==> src/rtl/ext_16_320.sv <==
// Immediate extender: combinational sign/zero extension, branch-offset shift and
// LUI forms, plus an optional one-cycle registered copy of the extended value.
module ext_16_320 #(
  parameter bit OUT_REG = 1'b1
) (
  input  logic        clk,
  input  logic        rst,
  input  logic [15:0] imm16,
  input  logic        sign,
  input  logic        in_valid,
  output logic [31:0] imm32,
  output logic [31:0] imm32_sl2,
  output logic [31:0] imm32_lui,
  output logic [31:0] q_imm32,
  output logic        q_valid
);

  logic [15:0] upper;

  assign upper     = (sign && imm16[15]) ? 16'hFFFF : 16'h0000;
  assign imm32     = {upper, imm16};
  assign imm32_sl2 = {imm32[29:0], 2'b00};
  assign imm32_lui = {imm16, 16'h0000};

  generate
    if (OUT_REG) begin : g_reg
      // q_imm32 only moves on valid input; q_valid simply tracks in_valid.
      always_ff @(posedge clk) begin
        if (rst) begin
          q_imm32 <= 32'h0000_0000;
          q_valid <= 1'b0;
        end else begin
          q_valid <= in_valid;
          if (in_valid) q_imm32 <= imm32;
        end
      end
    end else begin : g_noreg
      assign q_imm32 = 32'h0000_0000;
      assign q_valid = 1'b0;
    end
  endgenerate

endmodule

==> config.mk <==
export PLATFORM = sky130hd
export DESIGN_NAME = ext_16_320
export DESIGN_NICKNAME = d
export VERILOG_FILES = /design/src/rtl/ext_16_320.sv
export SDC_FILE = /design/constraint.sdc
export NUM_CORES = 1
export LEC_CHECK = 0
export ABC_AREA = 1
export CAP_MARGIN = 20
export CELL_PAD_IN_SITES_DETAIL_PLACEMENT = 1
export CELL_PAD_IN_SITES_GLOBAL_PLACEMENT = 1
export CORE_ASPECT_RATIO = 2
export CORE_MARGIN = 2
export CORE_UTILIZATION = 20
export CTS_BUF_LIST = sky130_fd_sc_hd__clkbuf_4 sky130_fd_sc_hd__clkbuf_8 sky130_fd_sc_hd__clkbuf_16
export CTS_CLUSTER_SIZE = 16
export DETAILED_ROUTE_END_ITERATION = 7
export HOLD_SLACK_MARGIN = 0.05
export PLACE_DENSITY = 0.89
export SLEW_MARGIN = 15
export SYNTH_ARGS = -nofsm -noshare
export SYNTH_HDL_FRONTEND = slang
export SYNTH_SLANG_ARGS = --single-unit
==> constraint.sdc <==
create_clock -name clk -period 3.8 [get_ports clk]
set_clock_uncertainty 0.1 [all_clocks]
set_input_delay 0.76 -clock clk [delete_from_list [all_inputs] [get_ports clk]]
set_output_delay 0.76 -clock clk [all_outputs]
set_load 0.02 [all_outputs]
== Word-level counts from Yosys, hierarchy flattened ==
Cells that the tools add are included.
Word-level totals
  logic and storage cells: 4
  output and inout port bits: 129
  input port bits: 20
  flip-flop bits (word level): 33
Operators by class
  multiplexer cells: 1
  reductions and logical operators: 1
Operators with widths (count)
  $mux W16: 1
  $logic_and A1 B1 Y1: 1

== Depth between registers and ports, before layout ==
  depth after elaboration: 2
  depth in mapped cells: 5

== Worst setup path after synthesis ==
OpenSTA, ideal clock, no wires.
  kind: input-to-output
  from: in sign
  to: out imm32[17]
  cell stages on the path: 3
  data required time: 2940 ps
  data arrival time: 1607 ps
  setup slack: 1333 ps
  path through: nand2_1 inv_1 buf_4
Between the ends
  cells in the longest elaborated chain, start to end: 2
Ends and longest elaborated chain
  start: declaration: RTL line 9  | input logic sign,
  $logic_and A1 B1 Y1: RTL line 20  | assign upper = (sign && imm16[15]) ? 16'hFFFF : 16'h0000;
  $mux W16: RTL line 20
  end: declaration: RTL line 11  | output logic [31:0] imm32,
No other way between the ends.

== Final worst setup path ==
  from: in imm16[15]
  to: out imm32_sl2[25]
Between the ends
  cells in the longest elaborated chain, start to end: 2
Ends and longest elaborated chain
  start: declaration: RTL line 8  | input logic [15:0] imm16,
  $logic_and A1 B1 Y1: RTL line 20
  $mux W16: RTL line 20
  end: declaration: RTL line 12  | output logic [31:0] imm32_sl2,
No other way between the ends.

==> metrics.yaml <==
clockPowerShare_pct: 32.2
clock_latency_ps: 250
crit_path_end_kind: "primary output"
ant_nets: 0
timing.slew.headroom_pct: 50.1
finalSetupViolCount: 0
drive_gt1_share_pct: 3.52
cts_htree_levels: 1
worst_slew_pin_slew_ps: 747
syn_area_sq_um: 1480
path_clk_slew_ps: 50
die_h_um: 126
port_buffers: 130
rows: 44
path_cells: "clkdlybuf4s50_1, nand2_1, inv_1, buf_4, clkdlybuf4s50_1"
ys.warnings.count: 0
fillCellCount: 822
ys_ff_latch: 18
grt_pass1_vias: 1098
die_area_sq_um: 8170
vias: 1131
pwr-share-seq_pct: 28.6
ys_seq_area_share_pct: 24.3
swShare_pct: 32.7
drv_cap: 0
dp_hpwl_mm: 3.00
fin_tns_setup_ps: 0
core_area_sq_um: 7210
drv_slew: 0
drc: 0
cts-root-buf: "clkbuf_16"
grt.overflow.total: 0
drt_pass1_iterations: 2
finalCriticalPeriod_ps: 3220
dp_slack_ps: 553
avgSynthCellArea_sq_um: 7.85
outcome: "finished clean"
worstSetupPathType: "in2out"
postSynthCellCount: 189
critPathMaxFanout: 30
wl_per_cell_um: 11.9
cts-buffers-inserted: 3
diodes: 0
area_delta_synth_final_pct: 47.1
leakage_nw: 0.864
post-route-period-util_pct: 84.6
required_ps: 2940
cts_buffer_depth: 2
hold_viol_final: 0
combPwrFrac_pct: 39.2
layout.nets: 248
routed_via_density: 3.55
cp_common_cell: "clkdlybuf4s50_1"
grt_max_degree: 31
antenna_found_initial: 0
start_kind: "input port"
ys_types: 16
peakVddDrop_uv: 147
routabilityCongestion: 0.653
max_clock_freq_mhz: 311
rrSetupSlack_ps: 2790
routed_wl_mm: 3.79
slowest_delay_ps: 660
rsz0062_at_grt: "no"
pin_count: 149
initial_core_util_pct: 20.6
grt_pass1_wl_mm: 5.62
drt-initial-drc-count: 11
hold_buffers: 0
hold_path_class: "reg2reg"
p_int_mw: 0.494
crit_slowest_cell: "clkdlybuf4s50_1"
p_sw_mw: 0.240
cts_tree: "yes"
finalWorstSetupSlack_ps: 585
die_width_um: 64.9
postCtsSetupRepairBufs: 0
grt_usage_pct: 8.87
cts_resized: 0
p_per_area_nw_per_um2: 336
cp.arrival_ps: 2360
clock_sinks: 18
metal layers:
metal  track usage [%]  share of wire, %  vias to the layer above
met2              17.8                56                      106
met3              2.14                12                        2
li1                  -                 -                      526
met5                 0                 0                        -
met1              8.22                32                      497
met4              3.00              0.61                        0
synthesized netlist by cell type:
library cell / n / share of area, %
inv_2: 1 / 0.25
dfxtp_1: 18 / 24
nand2_1: 1 / 0.25
nor2_1: 33 / 8.3
conb_1: 1 / 0.25
inv_8: 1 / 0.76
inv_1: 1 / 0.25
buf_6: 1 / 0.76
buf_12: 1 / 1.3
o21ai_1: 3 / 1.0
buf_4: 110 / 56
buf_8: 1 / 1.0
o21ai_0: 14 / 4.7
a21oi_1: 1 / 0.34
nor2_2: 1 / 0.42
buf_2: 1 / 0.34
critical path, delay by kind of cell:
family	cells	cell delay (ps)
buffers and inverters	4	1520
AND/OR/NAND/NOR	1	70
area by class of cell:
| cell class | count | area (sq um) | area share [%] |
|---|---|---|---|
| clock buffers | 4 | 88.8 | 4.07 |
| flip-flops and latches | 18 | 360 | 16.5 |
| multi-input cells | 71 | 292 | 13.4 |
| repair buffers | 131 | 1310 | 59.9 |
| inverters | 3 | 18.8 | 0.860 |
| well taps | 92 | 115 | 5.27 |
cells by family (layout without fill, tap and decap cells):
group | count (synthesis) | in the layout | share of synthesized area, %
AOI/OAI and AO/OA | 18 | 18 | 6.07
other | 1 | 18 | 0.253
DFF | 18 | 18 | 24.3
buffers and inverters | 117 | 138 | 60.4
and+or+nand+nor | 35 | 35 | 9.02
state kept, by name, indices dropped and copies added (netlist names):
name / count
q_imm32: 17
q_valid: 1
power by group through the flow:
stage / sequential, mW / combinational (mW) / clock, mW
floorplan: 0.229 / 0.203 / 0
global placement: 0.213 / 0.286 / 0
detailed placement: 0.215 / 0.290 / 0
CTS: 0.211 / 0.291 / 0.252
global route: 0.212 / 0.303 / 0.257
finish: 0.210 / 0.287 / 0.236
path summary, 6_finish.rpt:
check	startpoint	to	depth (start not counted)
max	imm16[15]	imm32_sl2[25]	5
min	q_imm32[7]	q_imm32[7]	2
max reg2reg	q_imm32[30]	q_imm32[30]	2
min reg2reg	q_imm32[7]	q_imm32[7]	2
cells in the final DEF (no fill, tap or decap), drive strengths merged:
cell type	n
clkdlybuf4s50	130
nor2	34
conb	18
dfxtp	18
o21ai	17
clkbuf	4
inv	3
nand2	1
a21oi	1
buf	1
metrics by stage:
step           utilization, %  instances  hold slack (ps)  area, sq um  power [mW]
2_1_floorplan               -        206              470         1550       0.432
3_3_place_gp             29.0        315              370         2090       0.499
3_5_place_dp             29.0        315              390         2090       0.505
4_1_cts                  30.3        319              410         2180       0.753
5_1_grt                  30.3        319              434         2180       0.773
6_report                 30.3        319              399         2180       0.734
(Power assumes the default switching activity.)
